File: config.mk
export PLATFORM = sky130hd
export DESIGN_NAME = uart_line_echo
export DESIGN_NICKNAME = d
export VERILOG_FILES = /design/src/rtl/uart_pkg.sv /design/src/rtl/uart_tx_sequencer.sv /design/src/rtl/uart_line_echo.sv
export SDC_FILE = /design/constraint.sdc
export NUM_CORES = 1
export LEC_CHECK = 0
export CORE_MARGIN = 2
export CORE_UTILIZATION = 56
export DETAILED_ROUTE_END_ITERATION = 12
export PLACE_DENSITY_LB_ADDON = 0.3
export SLEW_MARGIN = 20
export SYNTH_ARGS = -nofsm -noshare
export SYNTH_HDL_FRONTEND = slang
export SYNTH_SLANG_ARGS = --single-unit
File: constraint.sdc
create_clock -name clk -period 2.9 [get_ports clk]
set_input_delay 0.87 -clock clk [delete_from_list [all_inputs] [get_ports clk]]
set_output_delay 0.87 -clock clk [all_outputs]
set_load 0.02 [all_outputs]
File: src/rtl/uart_pkg.sv
`default_nettype none
// ============================================================================
// Module      : uart_pkg
// Description : Shared UART character constants and line-echo state encoding.
// Revision    : 1.0 - initial release
// ============================================================================
package uart_pkg;

    // Control characters used by the line echo path.
    localparam logic [7:0] CHAR_CR  = 8'h0D;
    localparam logic [7:0] CHAR_LF  = 8'h0A;
    localparam logic [7:0] CHAR_BS  = 8'h08;
    localparam logic [7:0] CHAR_DEL = 8'h7F;

    // Line echo state encoding.
    localparam int              ST_W    = 2;
    localparam logic [ST_W-1:0] COLLECT = 2'd0;
    localparam logic [ST_W-1:0] SEND    = 2'd1;
    localparam logic [ST_W-1:0] HOLD    = 2'd2;
    localparam logic [ST_W-1:0] DONE    = 2'd3;

endpackage
`default_nettype wire

File: src/rtl/uart_tx_sequencer.sv
`default_nettype none
// ============================================================================
// Module      : uart_tx_sequencer
// Description : Turns a byte valid/ready handshake into single-cycle transmit
//               requests for the UART transmitter. A byte is accepted only
//               when the transmitter is idle and the one-cycle hold-off that
//               follows every request has elapsed, so requests are never
//               back to back and never issued while the UART is busy.
// Ports       : clk, rst               - clock, synchronous active-high reset
//               i_valid, i_byte        - upstream byte offer
//               o_ready                - byte accepted this cycle when valid
//               i_is_transmitting      - UART transmitter busy
//               o_transmit, o_tx_byte  - registered request to the UART
// Revision    : 1.0 - initial release
// ============================================================================
module uart_tx_sequencer (
    input  logic       clk,
    input  logic       rst,
    input  logic       i_valid,
    input  logic [7:0] i_byte,
    output logic       o_ready,
    input  logic       i_is_transmitting,
    output logic       o_transmit,
    output logic [7:0] o_tx_byte
);

    logic       r_hold;
    logic       r_transmit;
    logic [7:0] r_tx_byte;
    logic       w_accept;

    // The UART raises its busy flag one cycle after the request, so the cycle
    // right after a request is blocked regardless of i_is_transmitting.
    assign o_ready  = !r_hold && !i_is_transmitting;
    assign w_accept = i_valid && o_ready;

    always_ff @(posedge clk) begin
        if (rst) begin
            r_hold     <= 1'b0;
            r_transmit <= 1'b0;
            r_tx_byte  <= 8'h00;
        end else begin
            r_transmit <= w_accept;
            r_hold     <= w_accept;
            if (w_accept) begin
                r_tx_byte <= i_byte;
            end
        end
    end

    assign o_transmit = r_transmit;
    assign o_tx_byte  = r_tx_byte;

endmodule
`default_nettype wire

File: src/rtl/uart_line_echo.sv
`default_nettype none
// ============================================================================
// Module      : uart_line_echo
// Description : Collects UART receive bytes into a line buffer until the
//               terminator arrives, then replays the line followed by CR LF
//               through the UART transmit handshake.
// Ports       : clk, rst          - clock, synchronous active-high reset
//               received, rx_byte - receive strobe and byte from the UART
//               recv_error        - receive framing error strobe (byte invalid)
//               is_transmitting   - UART transmitter busy
//               transmit, tx_byte - single-cycle transmit request and byte
//               line_ready        - pulse when a terminator is accepted
//               overflow          - sticky: a byte of this line was dropped
//               busy              - high whenever not collecting
// Options     : UART_LINE_BACKSPACE_EN - when defined, BS (08) and DEL (7F)
//               erase the last buffered byte instead of being stored.
// Revision    : 1.0 - initial release
// ============================================================================
module uart_line_echo
    import uart_pkg::*;
#(
    parameter int         LINE_MAX  = 32,
    parameter int         ADDR_W    = 5,
    parameter logic [7:0] TERM_CHAR = 8'h0D
) (
    input  logic       clk,
    input  logic       rst,
    input  logic       received,
    input  logic [7:0] rx_byte,
    input  logic       recv_error,
    input  logic       is_transmitting,
    output logic       transmit,
    output logic [7:0] tx_byte,
    output logic       line_ready,
    output logic       overflow,
    output logic       busy
);

    localparam int              CNT_W      = ADDR_W + 1;
    localparam logic [CNT_W-1:0] c_line_max = CNT_W'(LINE_MAX);

    logic [7:0]       r_mem [LINE_MAX];
    logic [ST_W-1:0]  r_state;
    logic [CNT_W-1:0] r_count;
    logic [CNT_W-1:0] r_rd_idx;
    logic             r_line_ready;
    logic             r_overflow;
    logic             r_busy;

    logic             w_rx_ok;
    logic             w_is_term;
    logic             w_is_edit;
    logic             w_mem_we;
    logic [7:0]       w_tx_data;
    logic             w_tx_valid;
    logic             w_tx_ready;
    logic             w_accept;

    // A framing error invalidates the byte even if received is also high.
    assign w_rx_ok   = received && !recv_error;
    assign w_is_term = (rx_byte == TERM_CHAR);

`ifdef UART_LINE_BACKSPACE_EN
    assign w_is_edit = (rx_byte == CHAR_BS) || (rx_byte == CHAR_DEL);
`else
    assign w_is_edit = 1'b0;
`endif

    assign w_mem_we = (r_state == COLLECT) && w_rx_ok && !w_is_term &&
                      !w_is_edit && (r_count < c_line_max);

    // Replay order: buffered bytes, then CR, then LF.
    always_comb begin
        w_tx_data = CHAR_LF;
        if (r_rd_idx < r_count) begin
            w_tx_data = r_mem[r_rd_idx[ADDR_W-1:0]];
        end else if (r_rd_idx == r_count) begin
            w_tx_data = CHAR_CR;
        end
    end

    assign w_tx_valid = (r_state == SEND);
    assign w_accept   = w_tx_valid && w_tx_ready;

    always_ff @(posedge clk) begin
        if (w_mem_we) begin
            r_mem[r_count[ADDR_W-1:0]] <= rx_byte;
        end
    end

    always_ff @(posedge clk) begin
        if (rst) begin
            r_state      <= COLLECT;
            r_count      <= '0;
            r_rd_idx     <= '0;
            r_line_ready <= 1'b0;
            r_overflow   <= 1'b0;
            r_busy       <= 1'b0;
        end else begin
            r_line_ready <= 1'b0;
            case (r_state)
                COLLECT: begin
                    if (w_rx_ok) begin
                        if (w_is_term) begin
                            r_line_ready <= 1'b1;
                            r_rd_idx     <= '0;
                            r_state      <= SEND;
                            r_busy       <= 1'b1;
                        end else if (w_is_edit) begin
                            if (r_count != '0) begin
                                r_count <= r_count - CNT_W'(1);
                            end
                        end else if (r_count < c_line_max) begin
                            r_count <= r_count + CNT_W'(1);
                        end else begin
                            r_overflow <= 1'b1;
                        end
                    end
                end
                SEND: begin
                    if (w_rx_ok) begin
                        r_overflow <= 1'b1;
                    end
                    if (w_accept) begin
                        r_rd_idx <= r_rd_idx + CNT_W'(1);
                        r_state  <= HOLD;
                    end
                end
                HOLD: begin
                    if (w_rx_ok) begin
                        r_overflow <= 1'b1;
                    end
                    // After the LF (index count+1) has been issued the index
                    // sits at count+2.
                    if (r_rd_idx == r_count + CNT_W'(2)) begin
                        r_state <= DONE;
                    end else begin
                        r_state <= SEND;
                    end
                end
                DONE: begin
                    // Clear the finished line's flag; a byte dropped in this
                    // very cycle still marks the new line.
                    r_count    <= '0;
                    r_overflow <= w_rx_ok;
                    r_state    <= COLLECT;
                    r_busy     <= 1'b0;
                end
                default: begin
                    r_state <= COLLECT;
                    r_busy  <= 1'b0;
                end
            endcase
        end
    end

    uart_tx_sequencer u_tx_seq (
        .clk               (clk),
        .rst               (rst),
        .i_valid           (w_tx_valid),
        .i_byte            (w_tx_data),
        .o_ready           (w_tx_ready),
        .i_is_transmitting (is_transmitting),
        .o_transmit        (transmit),
        .o_tx_byte         (tx_byte)
    );

    assign line_ready = r_line_ready;
    assign overflow   = r_overflow;
    assign busy       = r_busy;

endmodule
`default_nettype wire

==> results of run 1 <==
layer usage:
layer  wire length (um)  share of wire (%)
met2              12500                 48
met5                  0                  0
met4                588                2.3
met1              10800                 41
met3               2180                8.4
through the flow:
step	setup slack (ns)	utilization, %	power, W	hold slack [ns]
after floorplan	0.109	-	0.00484	0.483
after global placement	-0.306	62.7	0.00505	0.435
after detailed placement	-0.337	62.7	0.00507	0.433
after CTS	0.213	67.2	0.00861	0.441
after global routing	0.114	67.2	0.00883	0.464
final	0.243	67.2	0.00859	0.438
critical path: stages:
cell and delay (ns):
clkdlybuf4s50_1 0.53, or4_4 0.62, buf_4 0.16, o2111ai_1 0.27, o21ai_0 0.28, nand3_1 0.18, xnor2_1 0.12, nor2_1 0.06
synth_stat cells (2+ instances only):
cell / n
clkbuf_1: 10
mux4_1: 19
buf_2: 6
o2111a_1: 2
mux4_2: 46
mux2_2: 4
a221oi_1: 4
dfxtp_1: 31
buf_12: 2
edfxtp_1: 256
nand2_1: 21
inv_1: 13
ha_1: 16
a22oi_1: 5
buf_6: 5
nor2b_1: 13
a21o_1: 2
nand4_1: 4
nor4_1: 2
xor2_1: 7
nand2b_1: 3
o21ai_0: 8
a211oi_1: 12
nand3_1: 14
nor3_1: 3
o21bai_1: 3
a211o_1: 2
mux2i_1: 18
nor2_1: 58
and3_1: 2
o31ai_1: 3
xnor2_1: 6
buf_4: 4
a21oi_1: 24
registers in the layout, summed over array words and instances, names as in the netlist, named ones only:
name	flops
r_rd_idx	6
r_state	2
busy	1
r_count	6
r_mem	256
u_tx_seq.r_hold	1
overflow	1
u_tx_seq.o_tx_byte	8
line_ready	1
cells by family (layout without fill, tap and decap cells):
logic type | count (synthesis) | in the layout | synth area share, %
flip-flops | 287 | 287 | 71.0
multiplexers | 87 | 87 | 15.1
AND/OR/NAND/NOR | 125 | 125 | 4.89
XOR/XNOR | 13 | 13 | 0.974
buffers and inverters | 41 | 169 | 2.11
adder cells (fa/ha/maj) | 16 | 16 | 1.71
AO/OA/AOI/OAI | 71 | 71 | 4.22
final cells by class:
type | count | area, sq um
timing repair buffer | 103 | 933
clock inverter | 20 | 180
fill | 1294 | 6670
clock buffer | 33 | 741
inverter | 13 | 48.8
multi-input combinational | 312 | 3140
tap | 270 | 338
sequential | 287 | 8310
worst paths after layout:
check | end | slack, ns | startpoint | depth (start not counted)
max | r_count[3] | 0.24 | rx_byte[5] | 8
min | u_tx_seq.o_tx_byte[6] | 0.44 | u_tx_seq.o_tx_byte[6] | 2
max reg2reg | u_tx_seq.o_tx_byte[0] | 0.37 | r_count[3] | 7
min reg2reg | u_tx_seq.o_tx_byte[6] | 0.44 | u_tx_seq.o_tx_byte[6] | 2
power by group through the flow:
stage	clock network, W	registers (W)	logic (W)
2_1_floorplan	0	0.00466	0.000187
4_1_cts	0.00363	0.00456	0.000426
5_1_grt	0.00381	0.00456	0.000465
3_3_place_gp	0	0.00464	0.000407
6_report	0.00361	0.00456	0.000430
3_5_place_dp	0	0.00464	0.000422
cell usage in the layout (no fill, tap or decap), types with 3 or more instances in the layout:
| cell type | count |
|---|---|
| dfxtp_1 | 28 |
| xnor2_1 | 6 |
| clkbuf_1 | 4 |
| a211oi_1 | 12 |
| clkbuf_16 | 29 |
| clkinv_1 | 7 |
| a22oi_1 | 5 |
| edfxtp_1 | 256 |
| nor2_1 | 58 |
| clkinv_2 | 6 |
| mux4_1 | 19 |
| ha_1 | 16 |
| buf_4 | 71 |
| nand4_1 | 4 |
| clkdlybuf4s50_1 | 24 |
| nand2_1 | 21 |
| o31ai_1 | 3 |
| a221oi_1 | 4 |
| a21oi_1 | 24 |
| bufinv_16 | 3 |
| inv_1 | 13 |
| o21ai_0 | 8 |
| nand2b_1 | 3 |
| nor2b_1 | 13 |
| mux2i_1 | 18 |
| o21bai_1 | 3 |
| mux4_2 | 46 |
| nor3_1 | 3 |
| buf_12 | 8 |
| mux2_2 | 4 |
| nand3_1 | 14 |
| xor2_1 | 7 |
==> results.txt, run 1 <==
----------------------------------------------------
[Timing]
  Worst-margin pin slew ... 0.699 ns
  Slew headroom ... 53.4%
  Number of failing setup endpoints in the final timing report ... 0
  Minimum period implied by the final worst setup slack ... about 2.7 ns
  Accumulated negative setup slack ... 0 ns
  Final Skew ... roughly 0.0090 ns
  Peak clock frequency supported by timing ... around 0.38 GHz
  Post-route clock period utilization ... 91.6%
  Final Hold Violating Endpoints ... 0
  Fin. max-slew vios ... 0
  Unrepaired setup endpoints after global routing ... false

[Power and ir drop]
  VDD IR-drop max ... 0.490 mV
  Reported leakage power ... 4.51 nW
  Switch Pwr ... between 0.0015 and 0.002 W
  PD cells ... 627 nW/um^2
  Part of the power in combinational logic ... around 5%
  Sw frac ... 20.9%
  Internal cell power ... 0.00680 W
  Sequential fraction of design power ... between 50% and 60%
  Clock network fraction of design power ... roughly two fifths

[Detailed routing]
  Post-DR wirelength/cell ... around 25 um
  Count of vias placed by the detailed router ... approximately 6400
  DR iter-0 viols ... 582
  Post-detailed-route count of antenna-violating nets ... 0
  Number of vias per cell after detailed routing ... approximately 6.1
  Drt total wl ... roughly 26 mm
  DRC viols ... 0
  Detailed-routing iteration count for the pre-antenna-repair pass ... 5

[Placed design]
  Cell Count Post-Placement ... roughly 1000
  Quantity of I/O buffers inserted on ports ... 24
  Routability-driven placement congestion ratio ... ~0.85
  Final HPWL DP ... between 15 and 20 mm
  Total cell area at the placement stage ... 12800 sq um

[CTS]
  TritonCTS clock tree ... done
  Number of sinks on the clock net ... between 200 and 300
  Clock latency at the later pin of the worst-skew pair ... approximately 0.55 ns
  Post-CTS Repair Setup Buffers ... 0
  Hold bufs inserted after CTS ... 0
  Clock tree root driver cell ... clkbuf_16
  Number of instances resized during post-cts repair ... 0
  Clock transition time at the flip-flop clock pins of the worst setup and hold paths ... 0.06 ns
  Maximum buffer depth of the clock tree ... 3
  Number of buffers added by the clock tree synthesis step ... 29
  H-tree Lvls ... 1

[GRT]
  GR Layer Usage met2 ... approximately two fifths
  Number of global-route vias before repair ... approximately 6400
  Met1 global-route usage ... roughly a third
  Global-route met3 utilization ... 4.26%
  First-pass GRT wire length ... just under 40 mm
  Final global-route overflow total ... 0
  Number of antenna violations at the first check in global routing ... 0
  Gr busiest metal ... met2
  Total track usage ... about a quarter
  Largest net degree at the start of global routing ... 40

[Die]
  Area inside the core boundary ... a little over 20000 sq um
  Number of I/O pins ... 25
  Die Span X ... approximately 150 um
  Area of the die ... 22100 sq um
  Chip Height ... 149 um
  Number of placement rows ... between 50 and 60
  Initial Util ... between 50% and 60%

[Yosys]
  Summed instance area of the synthesized netlist ... around 12000 sq um
  Synthesized netlist net count ... 669
  Number of standard cells after synthesis ... 640
  Synth warnings ... 0
  Mean cell area of the mapped netlist ... approximately 18 sq um
  Share of flip-flops with an asynchronous set or reset ... 0%
  Area share of the largest cell type after synthesis ... 65.7%
  Post-synth cell types ... 46
  Top FF cell, synth ... edfxtp_1
  Number of enable flip-flop cells after synthesis ... 256
  FF+latch count, synth ... about 290
  Portion of the post-synthesis area used by sequential elements ... 71.0%
  Cell types occupying the most area after synthesis ... edfxtp_1, mux4_2, dfxtp_1
  Biggest area consumer among synthesized cells ... edfxtp_1

[Setup path]
  Critical path class ... in -> reg
  Worst endpoint data arrival time ... about 3.1 ns
  Kind of end point of the critical path ... flip-flop
  Required time at the worst-slack endpoint ... approximately 3.3 ns
  Critical Path Start Type ... primary input
  CP Max Fanout ... 4

[Final layout]
  Inserted Diodes ... 0
  Number of cells in the finished layout apart from fillers ... between 1000 and 1500
  Area grow syn2layout ... 17.1%
  Cell area after layout ... between 10000 and 15000 sq um
  Layout net count ... approximately 780
  Fraction of layout cells with a size suffix above 1 ... around 23%

[Min path]
  Class of the worst hold path ... reg -> reg

[Run status]
  Result of the run ... finished clean

[Flow run]
  Max cap viols ... 0

----------------------------------------------------
(Power assumes the default switching activity.)
==> run 2: changes to the inputs <==
--- a/config.mk
+++ b/config.mk
@@ -5,9 +5,11 @@
 export SDC_FILE = /design/constraint.sdc
 export NUM_CORES = 1
 export LEC_CHECK = 0
+export ABC_CLOCK_PERIOD_IN_PS = 2900
 export CORE_MARGIN = 2
 export CORE_UTILIZATION = 56
 export DETAILED_ROUTE_END_ITERATION = 12
+export GPL_ROUTABILITY_DRIVEN = 0
 export PLACE_DENSITY_LB_ADDON = 0.3
 export SLEW_MARGIN = 20
 export SYNTH_ARGS = -nofsm -noshare
==> results of run 2 <==
No change in the layout: final DEF, timing and power equal those of run 1.
==> run 3: changes to the inputs <==
--- a/config.mk
+++ b/config.mk
@@ -5,7 +5,8 @@
 export SDC_FILE = /design/constraint.sdc
 export NUM_CORES = 1
 export LEC_CHECK = 0
-export ABC_CLOCK_PERIOD_IN_PS = 2900
+export ABC_CLOCK_PERIOD_IN_PS = 3250
+export CORE_ASPECT_RATIO = 0.7
 export CORE_MARGIN = 2
 export CORE_UTILIZATION = 56
 export DETAILED_ROUTE_END_ITERATION = 12
==> constraint.sdc (replaced) <==
create_clock -name clk -period 3.25 [get_ports clk]
set_input_delay 0.975 -clock clk [delete_from_list [all_inputs] [get_ports clk]]
set_output_delay 0.975 -clock clk [all_outputs]
set_load 0.02 [all_outputs]
==> run 3 against run 2 <==
  * Count of clock-buffer cells in the layout stayed put
  * Cell count decreased by 5.2%
  * Clock power fell by 16%
  * Global-route usage increased by 0.51 points
  * Sequential cell count stayed put
  * Combinational power fell by 14%
  * Total power down 13%
  * Clock skew grew 0.014 ns
  * Critical endpoint is now r_mem[10][3]
  * Largest cell class unchanged
==> results.txt, run 3 (synthesis gave the netlist of run 1 again) <==
----------------------------------------------------
[Detailed routing]
  Count of vias placed by the detailed router ... 6350 (-0.47%)
  Detailed-routing iteration count for the pre-antenna-repair pass ... 5 (unchanged)
  Post-detailed-route count of antenna-violating nets ... 0 (unchanged)
  DRC viols ... 0 (unchanged)
  Post-DR wirelength/cell ... 27.0 um (+7.7%)
  Drt total wl ... 26.6 mm (+2.1%)
  DR iter-0 viols ... 764 (+31%)
  Number of vias per cell after detailed routing ... 6.45 (+5.0%)

[CTS]
  Maximum buffer depth of the clock tree ... 3 (unchanged)
  Clock tree root driver cell ... clkbuf_16
  Number of buffers added by the clock tree synthesis step ... 26 (-10%)
  Post-CTS Repair Setup Buffers ... 0 (unchanged)
  Clock latency at the later pin of the worst-skew pair ... 0.54 ns (about the same)
  TritonCTS clock tree ... done
  Number of sinks on the clock net ... 287 (unchanged)
  H-tree Lvls ... 1 (unchanged)
  Clock transition time at the flip-flop clock pins of the worst setup and hold paths ... 0.06 ns (about the same)

[Placed design]
  Final HPWL DP ... 17.3 mm (+2.1%)
  Cell Count Post-Placement ... 937 (-4.9%)
  Quantity of I/O buffers inserted on ports ... 24 (unchanged)

[Timing]
  Slew headroom ... 26.6% (-27 points)
  Number of failing setup endpoints in the final timing report ... 0 (unchanged)
  Unrepaired setup endpoints after global routing ... true
  Fin. max-slew vios ... 0 (unchanged)
  Minimum period implied by the final worst setup slack ... around 3.1 ns
  Post-route clock period utilization ... 96.7%
  Worst hold slack across all endpoints ... 0.438 ns (+0.000666 ns)
  Worst-margin pin slew ... 1.10 ns (+0.401 ns)
  Final Hold Violating Endpoints ... 0 (unchanged)
  Final Skew ... 0.0233 ns (+0.0143 ns)
  Peak clock frequency supported by timing ... around 0.32 GHz
  Accumulated negative setup slack ... 0 ns (unchanged)

[Die]
  Initial Util ... 56.8% (-0.63 points)
  Number of I/O pins ... 25 (unchanged)
  Area of the die ... 22100 sq um (about the same)
  Chip Height ... 125 um (-16%)
  Area inside the core boundary ... 20600 sq um (+1.1%)
  Die Span X ... 177 um (+19%)
  Number of placement rows ... 44 (-15%)

[Setup path]
  Worst endpoint data arrival time ... 3.31 ns (+0.21 ns)
  Kind of end point of the critical path ... flip-flop
  Worst path max stage delay ... 0.73 ns (+0.11 ns)
  Critical Path Start Type ... primary input
  Ordered list of cells on the worst path ... clkdlybuf4s50_1 -> buf_4 -> or4_4 -> nor2_1 -> nor4_1 -> buf_4 -> nand2_1 -> nor2_1
  Critical path class ... in -> reg
  Required time at the worst-slack endpoint ... 3.42 ns (+0.08 ns)
  CP Max Fanout ... 8 (+4)
  Critical path's slowest cell ... nor2_1

[Final layout]
  Fraction of layout cells with a size suffix above 1 ... 17.5% (-5.7 points)
  Area taken by multi-input logic gates ... 3150 sq um (+0.40%)
  Number of cells in the finished layout apart from fillers ... 984 (-5.2%)
  Layout net count ... 718 (-7.4%)
  Inserted Diodes ... 0 (unchanged)
  Area taken by flip-flops and latches ... 8310 sq um (unchanged)
  Area grow syn2layout ... 12.4%
  Number of flip-flops under the largest register name ... 256 (unchanged)
  Core occupancy in the finished layout ... 63.8% (-3.4 points)
  Number of inserted filler cells in the final layout ... 1418 (+9.6%)
  Most common cell after layout, fill and taps aside ... edfxtp_1
  Most used cells in the layout excluding fill and tap cells ... edfxtp_1, nor2_1, mux4_2

[GRT]
  First-pass GRT wire length ... 39.7 mm (+0.81%)
  Total track usage ... 24.7% (+0.51 points)
  Number of antenna violations at the first check in global routing ... 0 (unchanged)
  Largest net degree at the start of global routing ... 40 (unchanged)
  Final global-route overflow total ... 0 (unchanged)
  Number of global-route vias before repair ... 6042 (-5.8%)

[Run status]
  Result of the run ... finished clean

[Power and ir drop]
  Reported leakage power ... 4.15 nW (-8.1%)
  VDD IR-drop max ... 0.461 mV (-5.9%)
  PD cells ... 567 nW/um^2 (-9.6%)
  Power Total ... 0.00745 W (-13%)

[Min path]
  Class of the worst hold path ... reg -> reg

[Flow run]
  Max cap viols ... 0 (unchanged)

----------------------------------------------------
## run 3: cell type report
cell class              count  area share (%)
well taps                 276            2.63
clock inverters            14            1.18
inverters                  13           0.371
clock buffers              33            5.15
multi-input cells         312            24.0
flip-flops and latches    287            63.2
repair buffers             49            3.45
## run 3: metrics by stage
step	worst slack [ns]	instance area, sq um
after floorplan	0.354	11700
after CTS	0.0898	13100
final	0.108	13100
after global placement	-0.425	12300
after detailed placement	-0.475	12300
after global routing	-0.0394	13100
## run 3: path summary, 6_finish.rpt
path | to | start | depth (start not counted) | slack (ns)
max | r_mem[10][3] | rx_byte[7] | 8 | 0.11
min | u_tx_seq.o_tx_byte[7] | u_tx_seq.o_tx_byte[7] | 2 | 0.44
max reg2reg | r_mem[10][3] | r_state[0] | 7 | 0.27
min reg2reg | u_tx_seq.o_tx_byte[7] | u_tx_seq.o_tx_byte[7] | 2 | 0.44
## run 3: repair_timing
action                                  in CTS  in global routing
hold buffers                                 0                  0
endpoints found under the setup margin       0                 81
gates resized for setup                      0                  5
## run 3: power by group
part / switching [W] / total (W) / internal, W / leakage (nW)
Combinational: 0.000238 / 0.000369 / 0.000131 / 1.19
Clock: 0.00130 / 0.00302 / 0.00172 / 0.406
Sequential: 0.0000224 / 0.00407 / 0.00404 / 2.55
Total: 0.00156 / 0.00745 / 0.00589 / 4.15
## run 3: critical path: cells and delay by family
kind,cells,cell delay [ns]
AND/OR/NAND/NOR,5,1.52
buffers and inverters,3,0.82
## run 3: per-layer routing
metal,global-route usage [%],vias to the layer above,part of all wire (%)
met5,0,-,0
met4,5.10,0,1.6
met3,5.83,35,11
met2,35.2,406,44
met1,39.4,3238,43
li1,-,2671,-
